`config.mk`:
```
export PLATFORM = sky130hd
export DESIGN_NAME = adder_stim_gen_flat
export DESIGN_NICKNAME = d
export VERILOG_FILES = /design/src/rtl/adder_stim_gen_if.sv /design/src/rtl/adder_stim_gen.sv /design/src/flat_wrapper.sv
export SDC_FILE = /design/constraint.sdc
export NUM_CORES = 1
export LEC_CHECK = 0
export BUFFER_PORTS_ARGS = -buffer_cell sky130_fd_sc_hd__buf_2
export CORE_ASPECT_RATIO = 2
export CORE_UTILIZATION = 55
export CTS_CLUSTER_SIZE = 30
export DETAILED_ROUTE_END_ITERATION = 10
export PLACE_DENSITY = 0.8
export SLEW_MARGIN = 20
export SYNTH_ARGS = -nofsm -noshare
export SYNTH_HDL_FRONTEND = slang
export SYNTH_SLANG_ARGS = --single-unit
export TNS_END_PERCENT = 5
```
`constraint.sdc`:
```
create_clock -name clk -period 5.98 [get_ports clk]
set_input_delay 0.897 -clock clk [delete_from_list [all_inputs] [get_ports clk]]
set_output_delay 0.897 -clock clk [all_outputs]
set_load 0.03 [all_outputs]
```
`src/rtl/adder_stim_gen_if.sv`:
```
// ---------------------------------------------------------------------------
// adder_stim_gen_if
//
// Operand/result bus between the stimulus generator and the 4-bit adder
// under test.
//
// Signals
//   valid : operand strobe, high for the single cycle a new vector is driven
//   a     : operand A [3:0]
//   b     : operand B [3:0]
//   cin   : carry-in
//   c     : adder result {carry, sum[3:0]}
//
// Modports
//   master : stimulus generator side (drives operands, receives result)
//   slave  : adder side (receives operands, drives result)
// ---------------------------------------------------------------------------
interface adder_stim_gen_if;

    logic       valid;
    logic [3:0] a;
    logic [3:0] b;
    logic       cin;
    logic [4:0] c;

    modport master (
        output valid,
        output a,
        output b,
        output cin,
        input  c
    );

    modport slave (
        input  valid,
        input  a,
        input  b,
        input  cin,
        output c
    );

endinterface

```
`src/rtl/adder_stim_gen.sv`:
```
// ---------------------------------------------------------------------------
// adder_stim_gen
//
// Pseudo-random stimulus generator and checker for a 4-bit adder. Each run
// drives num_vec operand vectors taken from an 8-bit Fibonacci LFSR
// (x^8+x^6+x^5+x^4+1, shift left, feedback into bit 0), waits LATENCY cycles
// per vector for the adder result and counts completed vectors. Vectors are
// back to back with a period of 1+LATENCY cycles.
//
// Optional feature: define ADDER_STIM_SCOREBOARD_EN to compile in the result
// compare (err_cnt / mismatch). Without it both outputs are tied to zero and
// all other behaviour is identical.
//
// Parameters
//   LATENCY : cycles from operand drive to result sample (1..15)
//   SEED    : LFSR start value, must be nonzero
//   CNT_W   : width of num_vec / vec_cnt / err_cnt
//
// Ports
//   clk      in   single clock, rising edge
//   reset    in   asynchronous, active-low reset
//   start    in   begin a run (sampled only while idle)
//   num_vec  in   vectors per run, latched on an accepted start
//   bus      --   adder_stim_gen_if.master: valid, a, b, cin out; c in
//   busy     out  high while a run is in progress
//   done     out  one-cycle end-of-run pulse
//   vec_cnt  out  vectors completed this run (saturating)
//   err_cnt  out  result mismatches this run (saturating)
//   mismatch out  sticky, set on any mismatch this run
// ---------------------------------------------------------------------------
module adder_stim_gen #(
    parameter int         LATENCY = 1,
    parameter logic [7:0] SEED    = 8'hA5,
    parameter int         CNT_W   = 8
) (
    input  logic                 clk,
    input  logic                 reset,
    input  logic                 start,
    input  logic [CNT_W-1:0]     num_vec,
    adder_stim_gen_if.master     bus,
    output logic                 busy,
    output logic                 done,
    output logic [CNT_W-1:0]     vec_cnt,
    output logic [CNT_W-1:0]     err_cnt,
    output logic                 mismatch
);

    typedef enum logic [1:0] {
        IDLE  = 2'd0,
        DRIVE = 2'd1,
        WAIT  = 2'd2
    } state_t;

    // Index of the final WAIT cycle; the result is sampled on the edge
    // that ends it.
    localparam logic [3:0] WAIT_LAST = 4'(LATENCY - 1);

    // -----------------------------------------------------------------------
    // Helper functions
    // -----------------------------------------------------------------------
    function automatic logic [7:0] lfsr_step(input logic [7:0] v);
        // Taps at bits 7,5,4,3 realise x^8+x^6+x^5+x^4+1.
        return {v[6:0], v[7] ^ v[5] ^ v[4] ^ v[3]};
    endfunction

    function automatic logic [CNT_W-1:0] sat_inc(input logic [CNT_W-1:0] v);
        return (&v) ? v : v + CNT_W'(1);
    endfunction

    // -----------------------------------------------------------------------
    // State and datapath registers
    // -----------------------------------------------------------------------
    state_t              state_q;
    state_t              state_d;
    logic [7:0]          lfsr_q;
    logic [CNT_W-1:0]    num_q;
    logic [3:0]          wait_q;
    logic                valid_q;
    logic [3:0]          a_q;
    logic [3:0]          b_q;
    logic                cin_q;
    logic                done_q;
    logic [CNT_W-1:0]    vec_q;

    // Control decoded by the next-state process
    logic                accept_run;
    logic                accept_zero;
    logic                sample;
    logic                finish_run;
    logic                load_drive;
    logic [7:0]          drive_word;

    logic [7:0]          lfsr_adv;
    logic [CNT_W-1:0]    vec_inc;
    logic                last_wait;

    assign lfsr_adv  = lfsr_step(lfsr_q);
    assign vec_inc   = sat_inc(vec_q);
    assign last_wait = (wait_q == WAIT_LAST);

    // -----------------------------------------------------------------------
    // FSM: state register
    // -----------------------------------------------------------------------
    always_ff @(posedge clk or negedge reset) begin
        if (!reset) begin
            state_q <= IDLE;
        end else begin
            state_q <= state_d;
        end
    end

    // -----------------------------------------------------------------------
    // FSM: next state and control strobes
    // -----------------------------------------------------------------------
    always_comb begin
        state_d     = state_q;
        accept_run  = 1'b0;
        accept_zero = 1'b0;
        sample      = 1'b0;
        finish_run  = 1'b0;
        load_drive  = 1'b0;
        drive_word  = lfsr_adv;

        case (state_q)
            IDLE: begin
                if (start) begin
                    if (num_vec != '0) begin
                        accept_run = 1'b1;
                        load_drive = 1'b1;
                        drive_word = SEED;
                        state_d    = DRIVE;
                    end else begin
                        // Empty run: report completion without touching
                        // the counters or the operand bus.
                        accept_zero = 1'b1;
                    end
                end
            end

            DRIVE: begin
                state_d = WAIT;
            end

            WAIT: begin
                if (last_wait) begin
                    sample = 1'b1;
                    // vec_inc is the count including the vector just
                    // sampled, so compare it rather than vec_q.
                    if (vec_inc < num_q) begin
                        load_drive = 1'b1;
                        state_d    = DRIVE;
                    end else begin
                        finish_run = 1'b1;
                        state_d    = IDLE;
                    end
                end
            end

            default: begin
                state_d = IDLE;
            end
        endcase
    end

    // -----------------------------------------------------------------------
    // Operand generation, wait timer and vector counter
    // -----------------------------------------------------------------------
    always_ff @(posedge clk or negedge reset) begin
        if (!reset) begin
            lfsr_q  <= SEED;
            num_q   <= '0;
            wait_q  <= '0;
            valid_q <= 1'b0;
            a_q     <= '0;
            b_q     <= '0;
            cin_q   <= 1'b0;
            done_q  <= 1'b0;
            vec_q   <= '0;
        end else begin
            valid_q <= load_drive;
            done_q  <= finish_run | accept_zero;
            wait_q  <= (state_q == WAIT) ? wait_q + 4'd1 : 4'd0;

            if (accept_run) begin
                num_q  <= num_vec;
                vec_q  <= '0;
                lfsr_q <= SEED;
            end else if (sample) begin
                vec_q  <= vec_inc;
                lfsr_q <= lfsr_adv;
            end

            // Operands only change when a new vector is launched, so they
            // hold their last values through WAIT and IDLE.
            if (load_drive) begin
                a_q   <= drive_word[3:0];
                b_q   <= drive_word[7:4];
                cin_q <= drive_word[7] ^ drive_word[0];
            end
        end
    end

    // -----------------------------------------------------------------------
    // Result checking
    // -----------------------------------------------------------------------
`ifdef ADDER_STIM_SCOREBOARD_EN
    logic [CNT_W-1:0] err_q;
    logic             mis_q;
    logic [4:0]       sum_exp;

    // Operands are still held at the sampling edge, so the reference sum
    // can be formed directly from the operand registers.
    assign sum_exp = {1'b0, a_q} + {1'b0, b_q} + {4'b0000, cin_q};

    always_ff @(posedge clk or negedge reset) begin
        if (!reset) begin
            err_q <= '0;
            mis_q <= 1'b0;
        end else if (accept_run) begin
            err_q <= '0;
            mis_q <= 1'b0;
        end else if (sample && (bus.c != sum_exp)) begin
            err_q <= sat_inc(err_q);
            mis_q <= 1'b1;
        end
    end

    assign err_cnt  = err_q;
    assign mismatch = mis_q;
`else
    // Result bus is not observed in this build.
    logic unused_c;
    assign unused_c = ^bus.c;

    assign err_cnt  = '0;
    assign mismatch = 1'b0;
`endif

    // -----------------------------------------------------------------------
    // Outputs
    // -----------------------------------------------------------------------
    assign bus.valid = valid_q;
    assign bus.a     = a_q;
    assign bus.b     = b_q;
    assign bus.cin   = cin_q;
    assign busy      = (state_q != IDLE);
    assign done      = done_q;
    assign vec_cnt   = vec_q;

endmodule

```
`src/flat_wrapper.sv`:
```
// flat-port wrapper written by rule: the top's interface ports become plain ports
module adder_stim_gen_flat 
#(
    parameter int         LATENCY = 1,
    parameter logic [7:0] SEED    = 8'hA5,
    parameter int         CNT_W   = 8
)
  (clk, reset, start, num_vec, busy, done, vec_cnt, err_cnt, mismatch, bus_valid, bus_a, bus_b, bus_cin, bus_c);
  adder_stim_gen_if bus_i ();
  input  logic clk;
  input  logic reset;
  input  logic start;
  input  logic [CNT_W-1:0] num_vec;
  output logic busy;
  output logic done;
  output logic [CNT_W-1:0] vec_cnt;
  output logic [CNT_W-1:0] err_cnt;
  output logic mismatch;
  output wire logic [$bits(bus_i.valid)-1:0] bus_valid;
  output wire logic [$bits(bus_i.a)-1:0] bus_a;
  output wire logic [$bits(bus_i.b)-1:0] bus_b;
  output wire logic [$bits(bus_i.cin)-1:0] bus_cin;
  input wire logic [$bits(bus_i.c)-1:0] bus_c;
  assign bus_valid = bus_i.valid;
  assign bus_a = bus_i.a;
  assign bus_b = bus_i.b;
  assign bus_cin = bus_i.cin;
  assign bus_i.c = bus_c;
  adder_stim_gen #(.LATENCY(LATENCY), .SEED(SEED), .CNT_W(CNT_W)) u_core (.clk(clk), .reset(reset), .start(start), .num_vec(num_vec), .bus(bus_i), .busy(busy), .done(done), .vec_cnt(vec_cnt), .err_cnt(err_cnt), .mismatch(mismatch));
endmodule
```
==> metrics.md, run 1 <==
| Metric | Value |
|---|---|
| Data required time at the worst endpoint | `roughly 6.2 ns` |
| FFs w/ async S/R, synth | `100%` |
| Port-buffer cells | `30` |
| Clock tree buffer depth | `2` |
| Post-cts repair resize count | `0` |
| Worst Max-Slew Pin Slew | `0.877 ns` |
| Path type of the worst setup path | `reg -> reg` |
| Maximum fanout along the worst path | `7` |
| Setup slack on the worst flop-to-flop path | `about 2.8 ns` |
| Number of flip-flops and latches in the synthesized netlist | `between 40 and 50` |
| DP Area | `2400 um2` |
| Final Wtd Congestion | `~0.86` |
| Core area | `3880 um2` |
| Clk root buf | `sky130_fd_sc_hd__clkbuf_8` |
| Unrepaired setup endpoints after global routing | `false` |
| Vias in the first global route | `1708` |
| CTS sink count | `41` |
| HP Class | `reg -> reg` |
| Hold-fix buffer count after cts | `0` |
| Number of violations of the max-capacitance limit | `0` |
| Clock tree from TritonCTS | `done` |
| Post-route DRC | `0` |
| TritonCTS Buffers | `5` |
| R2R Path Start | `u_core.vec_cnt[0]` |
| Die Span X | `around 47 um` |
| Count of warnings emitted by yosys | `0` |
| Total Negative Setup Slacks | `0 ns` |
| Die footprint | `roughly 4400 um2` |
| Max-slew headroom at the worst pin | `41.5%` |
| Pleak | `1.20 nW` |
| WL final | `4560 um` |
| Final number of hold-violating endpoints | `0` |
| Global route overflow | `0` |
| Main flop type after synthesis | `sky130_fd_sc_hd__dfrtp_1` |
| ANT cells | `0` |
| Proportion of netlist area held by the largest area contributor | `40.8%` |
| Power Density | `505 nW/um2` |
| Final Cycle Share | `between 50% and 60%` |
| Sum of net half-perimeters after detailed placement | `3200 um` |
| Peak supply drop | `0.000390 V` |
| DRC marker count from the first detailed-route iteration | `46` |
| Fraction of final layout cells with drive strength greater than 1 | `24.2%` |
| Part of the Yosys area used for sequential elements | `a little under half` |
| Data arrival time of the worst path | `3.37 ns` |
| Largest area contributor in the netlist | `sky130_fd_sc_hd__dfrtp_1` |
| Via density per instance | `5.50` |
| Initial core utilization | `58.4%` |
| Most frequent cells in the layout | `sky130_fd_sc_hd__nand2_1, sky130_fd_sc_hd__dfrtp_1, sky130_fd_sc_hd__buf_2` |
| Largest cells by area after synthesis | `sky130_fd_sc_hd__dfrtp_1, sky130_fd_sc_hd__nand2_1, sky130_fd_sc_hd__ha_1` |
| Finished Cell Area | `approximately 2500 um2` |
| Depth of the CTS H-tree | `2` |
| Reg-to-reg endpoint | `u_core.bus.a[0]` |
| Vertical die dimension | `92.9 um` |
| Average routed wire per standard cell | `14.4 um` |
| Later-pin clock latency in the skew report | `0.30 ns` |
| Pin count of the biggest net entering global routing | `42` |
| Critical path startpoint category | `flop` |
| Synthesized instance count | `between 200 and 250` |
| Detail Route Antenna Nets | `0` |
| Top Ports | `45` |
| Post-Syn Area | `2270 um2` |
| Layout Utilization | `65.4%` |
| Number of antenna violations at the first check in global routing | `0` |
| First-pass GRT wire length | `7820 um` |
| Commonest non-fill, non-tap cell in the layout | `sky130_fd_sc_hd__nand2_1` |
| Post-layout net count | `290` |
| Outcome | `finished, final reports clean` |
| Clock transition at the registers of the reported paths | `0.08 ns` |
| Via count | `1738` |
| Post-synthesis area per instance | `~9.7 um2` |
| Worst Reg2Reg Path Length in Cells | `10` |
| Capture point of the critical path | `u_core.bus.a[0]` |
| Combined global-route utilization of all metal layers | `between 20 and 25%` |
| FP Rows | `32` |
| Clock skew | `0.00483 ns` |
| Number of flops mapped to enable cells by yosys | `0` |
| Startpoint of the worst setup timing path | `u_core.vec_cnt[0]` |
| Number of failing setup endpoints in the final timing report | `0` |
| First drt pass iteration count | `4` |
| CP endpoint kind | `flop` |
| Minimum period implied by the final worst setup slack | `3.14 ns` |
| Number of unique standard cell types used by synthesis | `47` |
| Fmax | `about 0.32 GHz` |
| Number of buffers added for setup after CTS | `0` |
| Area growth from synthesis to final layout | `11.9%` |
| Max-slew violations | `0` |
-- per-stage QoR --
step | worst slack, ns | std cells | hold WS [ns] | power, W
after floorplan | 2.98 | 243 | 0.447 | 0.000886
after CTS | 2.84 | 316 | 0.492 | 0.00129
after global routing | 2.58 | 316 | 0.535 | 0.00138
after detailed placement | 2.89 | 308 | 0.471 | 0.00102
after global placement | 2.92 | 308 | 0.466 | 0.000996
final | 2.84 | 316 | 0.501 | 0.00128
-- final cells by class --
| class | instances | area (um2) |
|---|---|---|
| Tap cell | 51 | 63.8 |
| Clock buffer | 5 | 68.8 |
| Multi-Input combinational cell | 173 | 1100 |
| Fill cell | 358 | 1340 |
| Sequential cell | 41 | 1030 |
| Timing Repair Buffer | 32 | 165 |
| Clock inverter | 3 | 68.8 |
| Inverter | 11 | 41.3 |
-- per-layer routing --
layer / vias to the layer above / track usage, % / part of all wire [%]
li1: 841 / - / -
met1: 848 / 30.8 / 40
met2: 41 / 40.3 / 55
met3: 8 / 3.90 / 3.4
met4: 0 / 9.76 / 1.9
met5: - / 0 / 0
-- registers in the layout, summed over array words and instances (netlist names) --
| signal | cells |
|---|---|
| u_core.num_q | 8 |
| u_core.wait_q | 4 |
| u_core.done | 1 |
| u_core.bus.cin | 1 |
| u_core.bus.b | 4 |
| u_core.bus.a | 4 |
| u_core.vec_cnt | 8 |
| u_core.bus.valid | 1 |
| u_core.state_q | 2 |
| u_core.lfsr_q | 8 |
-- synthesized netlist by cell type, types with 2 or more instances --
| master | instances |
|---|---|
| sky130_fd_sc_hd__nand2_1 | 42 |
| sky130_fd_sc_hd__dfrtp_1 | 37 |
| sky130_fd_sc_hd__buf_4 | 15 |
| sky130_fd_sc_hd__a21oi_1 | 14 |
| sky130_fd_sc_hd__nor2_1 | 13 |
| sky130_fd_sc_hd__inv_1 | 11 |
| sky130_fd_sc_hd__ha_1 | 10 |
| sky130_fd_sc_hd__nand3_1 | 10 |
| sky130_fd_sc_hd__o21ai_1 | 10 |
| sky130_fd_sc_hd__o21ai_0 | 7 |
| sky130_fd_sc_hd__xnor2_1 | 6 |
| sky130_fd_sc_hd__a21oi_2 | 5 |
| sky130_fd_sc_hd__dfstp_2 | 4 |
| sky130_fd_sc_hd__nor3_1 | 4 |
| sky130_fd_sc_hd__o21ai_2 | 4 |
| sky130_fd_sc_hd__nand2b_1 | 3 |
| sky130_fd_sc_hd__xor2_1 | 3 |
| sky130_fd_sc_hd__a311oi_1 | 2 |
| sky130_fd_sc_hd__and3_1 | 2 |
| sky130_fd_sc_hd__buf_2 | 2 |
| sky130_fd_sc_hd__mux2i_1 | 2 |
| sky130_fd_sc_hd__nor4_1 | 2 |
| sky130_fd_sc_hd__o2bb2ai_1 | 2 |
| sky130_fd_sc_hd__or2_1 | 2 |
-- kinds of logic after synthesis --
family / count (synthesis) / synth area share [%]
other: 1 / 0.165
adders and majority gates: 10 / 5.51
muxes: 3 / 1.38
AOI/OAI and AO/OA: 54 / 17.4
xor gates and xnor gates: 9 / 3.47
DFF: 41 / 45.4
buffers and inverters: 29 / 7.39
and+or+nand+nor: 88 / 19.3
-- critical path: stages (launching register included) --
cell,delay (ns)
sky130_fd_sc_hd__dfrtp_1,0.49
sky130_fd_sc_hd__ha_1,0.29
sky130_fd_sc_hd__and3_1,0.33
sky130_fd_sc_hd__nand2_1,0.22
sky130_fd_sc_hd__mux2_2,0.32
sky130_fd_sc_hd__ha_1,0.27
sky130_fd_sc_hd__o21ai_1,0.09
sky130_fd_sc_hd__a2111oi_4,0.48
sky130_fd_sc_hd__a31oi_4,0.22
sky130_fd_sc_hd__nand2_4,0.17
sky130_fd_sc_hd__mux2i_1,0.19
-- where the power goes --
group          internal [W]  switching (W)  total, W
clock network      0.000168       0.000103  0.000271
registers          0.000381      0.0000668  0.000448
logic              0.000194       0.000372  0.000566
total              0.000743       0.000541   0.00128
-- how the worst min path moves through the flow --
stage	to	depth (start not counted)	startpoint	slack, ns
6_report	u_core.num_q[0]	2	u_core.num_q[0]	0.50
5_1_grt	u_core.num_q[0]	2	u_core.num_q[0]	0.53
4_1_cts	u_core.num_q[0]	2	u_core.num_q[0]	0.49
3_5_place_dp	u_core.num_q[0]	2	u_core.num_q[0]	0.47
3_3_place_gp	u_core.num_q[0]	2	u_core.num_q[0]	0.47
2_1_floorplan	u_core.num_q[0]	2	u_core.num_q[0]	0.45
No activity file was read; power rests on OpenSTA's default activity.
==> inputs of run 2 (changes only) <==
- clock period: 5.98 -> 3.1 ns (I/O delays scaled with it)
==> run 2 against run 1 <==
Compared with the run above:
- sequential power rose by 90%
- clock skew rose by 0.0030 ns
- non-clock buffer count rose by 3
- combinational power rose by 98%
- global-route usage barely moved
- via count rose by 0.23%
- worst setup slack got worse by 2.6 ns
- critical path type unchanged
- critical endpoint unchanged
- largest cell class unchanged
==> metrics.md, run 2 (synthesis results as in run 1) <==
| Metric | Value |
|---|---|
| Outcome | `finished, final reports clean` |
| Peak per-stage delay on the critical path | `0.41 ns` |
| DP Area | `2420 um2` |
| Pleak | `1.20 nW` |
| Sum of net half-perimeters after detailed placement | `3200 um` |
| Unrepaired setup endpoints after global routing | `false` |
| Hold-fix buffer count after cts | `0` |
| Number of antenna violations at the first check in global routing | `0` |
| Pin count of the biggest net entering global routing | `42` |
| Combined global-route utilization of all metal layers | `24.6%` |
| Commonest non-fill, non-tap cell in the layout | `sky130_fd_sc_hd__nand2_1` |
| Post-layout net count | `293` |
| Area growth from synthesis to final layout | `12.0%` |
| WL final | `about 4500 um` |
| Startpoint of the worst setup timing path | `u_core.vec_cnt[0]` |
| Finished Cell Area | `about 2500 um2` |
| Max-slew headroom at the worst pin | `34.0%` |
| Via count | `1742` |
| HP Class | `in -> async` |
| Critical path startpoint category | `flop` |
| Depth of the CTS H-tree | `2` |
| Via density per instance | `5.46` |
| Data arrival time of the worst path | `3.10 ns` |
| Critical-path top delay cell | `sky130_fd_sc_hd__a2111oi_4` |
| Top Ports | `45` |
| FP Rows | `32` |
| Number of failing setup endpoints in the final timing report | `0` |
| Maximum fanout along the worst path | `7` |
| CTS sink count | `41` |
| Core area | `3880 um2` |
| Vias in the first global route | `1597` |
| ANT cells | `0` |
| Final Wtd Congestion | `roughly 0.84` |
| Minimum period implied by the final worst setup slack | `2.88 ns` |
| Initial core utilization | `around 58%` |
| Least setup slack across all paths after layout | `0.216 ns` |
| R2R Path Start | `u_core.vec_cnt[0]` |
| Most frequent CP cell | `sky130_fd_sc_hd__nand2_1` |
| Cell Chain, Critical Path | `buf_4 -> and3_1 -> and2_2 -> and4_1 -> xnor2_1 -> nand2_1 -> ha_1 -> nand2_1 -> a2111oi_4 -> a31oi_4 -> nand2_4 -> mux2i_1` |
| DRC marker count from the first detailed-route iteration | `51` |
| Clock tree buffer depth | `2` |
| Average routed wire per standard cell | `14.0 um` |
| Port-buffer cells | `30` |
| Clock transition at the registers of the reported paths | `0.08 ns` |
| Worst Max-Slew Pin Slew | `0.990 ns` |
| Most frequent cells in the layout | `sky130_fd_sc_hd__nand2_1, sky130_fd_sc_hd__dfrtp_1, sky130_fd_sc_hd__buf_2` |
| Fmax | `0.347 GHz` |
| Power Density | `945 nW/um2` |
| Clk root buf | `sky130_fd_sc_hd__clkbuf_8` |
| Vertical die dimension | `92.9 um` |
| First drt pass iteration count | `5` |
| TritonCTS Buffers | `5` |
| First-pass GRT wire length | `7760 um` |
| Worst Reg2Reg Path Length in Cells | `12` |
| Later-pin clock latency in the skew report | `around 0.30 ns` |
| Peak supply drop | `0.000614 V` |
| Number of violations of the max-capacitance limit | `0` |
| Global route overflow | `0` |
| Data required time at the worst endpoint | `between 3 and 4 ns` |
| CP endpoint kind | `flop` |
| Worst slack at placement | `0.202 ns` |
| Post-route DRC | `0` |
| Fraction of final layout cells with drive strength greater than 1 | `approximately 25%` |
| Detail Route Antenna Nets | `0` |
| Die footprint | `4400 um2` |
| Path type of the worst setup path | `reg -> reg` |
| Clock tree from TritonCTS | `done` |
| Final number of hold-violating endpoints | `0` |
| Total Negative Setup Slacks | `0 ns` |
| Clock skew | `0.00786 ns` |
| Final Cycle Share | `93.0%` |
| Die Span X | `47.4 um` |
| Max-slew violations | `0` |
-- run 2: worst paths after layout --
check / endpoint / slack, ns
max: u_core.bus.a[0] / 0.22
max in group asynchronous: u_core.num_q[5] / 2.26
max reg2reg: u_core.bus.a[0] / 0.22
min in group clk: u_core.num_q[0] / 0.37
min reg2reg: u_core.num_q[0] / 0.49
min: u_core.vec_cnt[2] / 0.28
-- run 2: routing by layer --
metal	GRT usage, %	wire length, um	vias to the layer above
met5	0	0	-
met3	5.65	175	5
met4	8.33	65	0
met1	31.5	1840	848
met2	39.3	2390	37
li1	-	-	852
-- run 2: critical path: cells and delay by family, from the launching register on --
family | cells | cell delay (ns)
multiplexers | 1 | 0.21
adder cells (fa/ha/maj) | 1 | 0.29
flip-flops | 1 | 0.39
AND/OR/NAND/NOR | 6 | 1.00
AO/OA/AOI/OAI | 2 | 0.60
XOR/XNOR | 1 | 0.16
buffers and inverters | 1 | 0.16
-- run 2: layout make-up --
class	count	area, um2
sequential	41	1030
multi-input combinational	173	1100
inverter	11	41.3
clock buffer	5	68.8
timing repair buffer	35	188
clock inverter	3	46.3
tap	51	63.8
fill	345	1340
-- run 2: per-stage QoR --
step | total power [W] | cells | hold WS, ns | util, %
finish | 0.00240 | 319 | 0.284 | 65.4
CTS | 0.00242 | 319 | 0.306 | 65.4
global placement | 0.00194 | 311 | 0.468 | 62.4
global route | 0.00260 | 319 | 0.369 | 65.4
detailed placement | 0.00197 | 311 | 0.471 | 62.4
floorplan | 0.00171 | 243 | 0.169 | -
-- run 2: timing repair --
action,CTS,global route
setup endpoints to repair,0,1
gates resized for setup,0,1
buffers inserted,0,0
-- run 2: power breakdown --
group          leakage, nW  total [W]  internal (W)  switching, W
registers            0.518   0.000850      0.000735      0.000114
clock network       0.0543   0.000436      0.000241      0.000195
logic                0.626    0.00112      0.000390      0.000726
==> inputs of run 3 (changes only) <==
==> constraint.sdc (replaced) <==
create_clock -name clk -period 3.1 [get_ports clk]
set_input_delay 0.775 -clock clk [delete_from_list [all_inputs] [get_ports clk]]
set_output_delay 0.775 -clock clk [all_outputs]
set_load 0.03 [all_outputs]
==> run 3 against run 2 <==
Compared with the run above:
- register-to-register slack got worse by 0.04 ns
- power fell by 2.6%
- sequential share of layout area rose by 0.36 points
- routed wire length rose by 1.3%
- highest routed layer unchanged
- worst setup slack got worse by 0.036 ns
==> metrics.md, run 3 (synthesis results as in run 1) <==
| Metric | Value |
|---|---|
| Outcome | `finished, final reports clean` |
| First drt pass iteration count | `7` |
| Clk root buf | `sky130_fd_sc_hd__clkbuf_8` |
| Sum of net half-perimeters after detailed placement | `~3300 um` |
| Depth of the CTS H-tree | `2` |
| WL final | `4530 um` |
| Data arrival time of the worst path | `3.15 ns` |
| Least setup slack across all paths after layout | `0.180 ns` |
| FP Rows | `32` |
| Area growth from synthesis to final layout | `11.0%` |
| Minimum period implied by the final worst setup slack | `2.92 ns` |
| Maximum fanout along the worst path | `7` |
| Final Wtd Congestion | `0.861` |
| Data required time at the worst endpoint | `3.33 ns` |
| Vertical die dimension | `92.9 um` |
| Number of failing setup endpoints in the final timing report | `0` |
| Post-layout net count | `around 290` |
| Met3 wire length | `between 150 and 200 um` |
| Power Density | `928 nW/um2` |
| Peak supply drop | `0.000634 V` |
| Hold-fix buffer count after cts | `0` |
| Number of antenna violations at the first check in global routing | `0` |
| Max-slew violations | `0` |
| Final Cycle Share | `94.2%` |
| Length of routed met2 wiring | `around 2400 um` |
| Area of the multi-input gates | `1100 um2` |
| Global route overflow | `0` |
| First-pass GRT wire length | `7750 um` |
| Detail Route Antenna Nets | `0` |
| Core area | `around 3900 um2` |
| Unrepaired setup endpoints after global routing | `false` |
| Worst Max-Slew Pin Slew | `0.902 ns` |
| Fraction of final layout cells with drive strength greater than 1 | `24.6%` |
| Die Span X | `~47 um` |
| Clock tree from TritonCTS | `done` |
| Critical path startpoint category | `flop` |
| Total Negative Setup Slacks | `0 ns` |
| Routed metal-1 wirelength | `1840 um` |
| Via density per instance | `between 5 and 6` |
| Final number of hold-violating endpoints | `0` |
| Fmax | `0.342 GHz` |
| DRC marker count from the first detailed-route iteration | `39` |
| Top Ports | `45` |
| Combined global-route utilization of all metal layers | `24.6%` |
| Later-pin clock latency in the skew report | `0.30 ns` |
| Most frequent CP cell | `sky130_fd_sc_hd__ha_1` |
| Critical-path top delay cell | `sky130_fd_sc_hd__a2111oi_4` |
| Vias in the first global route | `approximately 1700` |
| Pin count of the biggest net entering global routing | `42` |
| Post-cts repair resize count | `0` |
| Peak per-stage delay on the critical path | `0.48 ns` |
| Worst slack at placement | `just under 0.2 ns` |
| Average routed wire per standard cell | `around 14 um` |
| Via count | `roughly 1700` |
| Commonest non-fill, non-tap cell in the layout | `sky130_fd_sc_hd__nand2_1` |
| Post-layout total power | `between 0.002 and 0.0025 W` |
| Die footprint | `4400 um2` |
| Cell Chain, Critical Path | `ha_1 -> and3_1 -> nand2_1 -> mux2_2 -> ha_1 -> o21ai_1 -> a2111oi_4 -> a31oi_4 -> nand2_4 -> mux2i_1` |
| Max-slew headroom at the worst pin | `between 30% and 40%` |
| Clock skew | `between 0.01 and 0.015 ns` |
| Clock tree buffer depth | `2` |
| CTS sink count | `a little over 40` |
| Number of filler instances in the final layout | `~340` |
| Initial core utilization | `58.4%` |
| Pleak | `1.19 nW` |
| Highest routed layer | `met4` |
| Number of violations of the max-capacitance limit | `0` |
| ANT cells | `0` |
| Number of buffers added for setup after CTS | `0` |
| Port-buffer cells | `30` |
| Post-route DRC | `0` |
| Most frequent cells in the layout | `sky130_fd_sc_hd__nand2_1, sky130_fd_sc_hd__dfrtp_1, sky130_fd_sc_hd__buf_2` |
| TritonCTS Buffers | `5` |
| Sequential cell area in the final layout | `1030 um2` |
| Path type of the worst setup path | `reg -> reg` |
| Clock transition at the registers of the reported paths | `about 0.090 ns` |
| HP Class | `reg -> reg` |
| CP endpoint kind | `flop` |
[run 3: cell count changes in the layout (fill, tap and decap cells not counted)]
cell                        change
sky130_fd_sc_hd__bufinv_16      -1
sky130_fd_sc_hd__clkbuf_1       +1
sky130_fd_sc_hd__clkinv_4       -1
sky130_fd_sc_hd__clkbuf_8       +1
sky130_fd_sc_hd__and3_2         -1
sky130_fd_sc_hd__and3_1         +1
[run 3: critical path, delay by kind of cell (launching register included)]
kind,cells,cell delay (ns)
compound gates,3,0.79
simple gates,3,0.58
fa+ha+maj,2,0.54
mux,2,0.53
flops,1,0.42
[run 3: final cells by class]
cell class,instances,area share [%]
repair buffers,35,7.45
inverters,11,1.64
clock buffers,7,3.43
well taps,51,2.53
clock inverters,1,0.298
multi-input cells,173,43.7
flip-flops and latches,41,40.9
[run 3: per-layer routing]
layer | vias up | track usage [%]
met5 | - | 0
met4 | 0 | 10.7
met3 | 6 | 4.29
met2 | 43 | 40.4
met1 | 848 | 29.8
li1 | 850 | -
[run 3: worst paths after layout]
path,start,end,slack (ns),cells past startpoint
max,u_core.vec_cnt[1],u_core.bus.cin,0.18,10
min,u_core.wait_q[0],u_core.wait_q[0],0.49,1
max reg2reg,u_core.vec_cnt[1],u_core.bus.cin,0.18,10
min reg2reg,u_core.wait_q[0],u_core.wait_q[0],0.49,1
max in group asynchronous,reset,u_core.done,1.93,1
min in group asynchronous,reset,u_core.vec_cnt[2],0.60,1
[run 3: per-stage QoR]
step | area [um2] | hold WS, ns | std cells | util, %
3_3_place_gp | 2420 | 0.467 | 311 | 62.4
5_1_grt | 2520 | 0.516 | 319 | 64.9
6_report | 2520 | 0.491 | 319 | 64.9
2_1_floorplan | 2300 | 0.447 | 243 | -
3_5_place_dp | 2420 | 0.476 | 311 | 62.4
4_1_cts | 2520 | 0.495 | 319 | 64.9
[run 3: where the power goes]
group,total (W),switching (W),internal [W],leakage [nW]
Combinational,0.00112,0.000728,0.000388,0.627
Sequential,0.000850,0.000115,0.000735,0.518
Clock,0.000372,0.000191,0.000181,0.0445
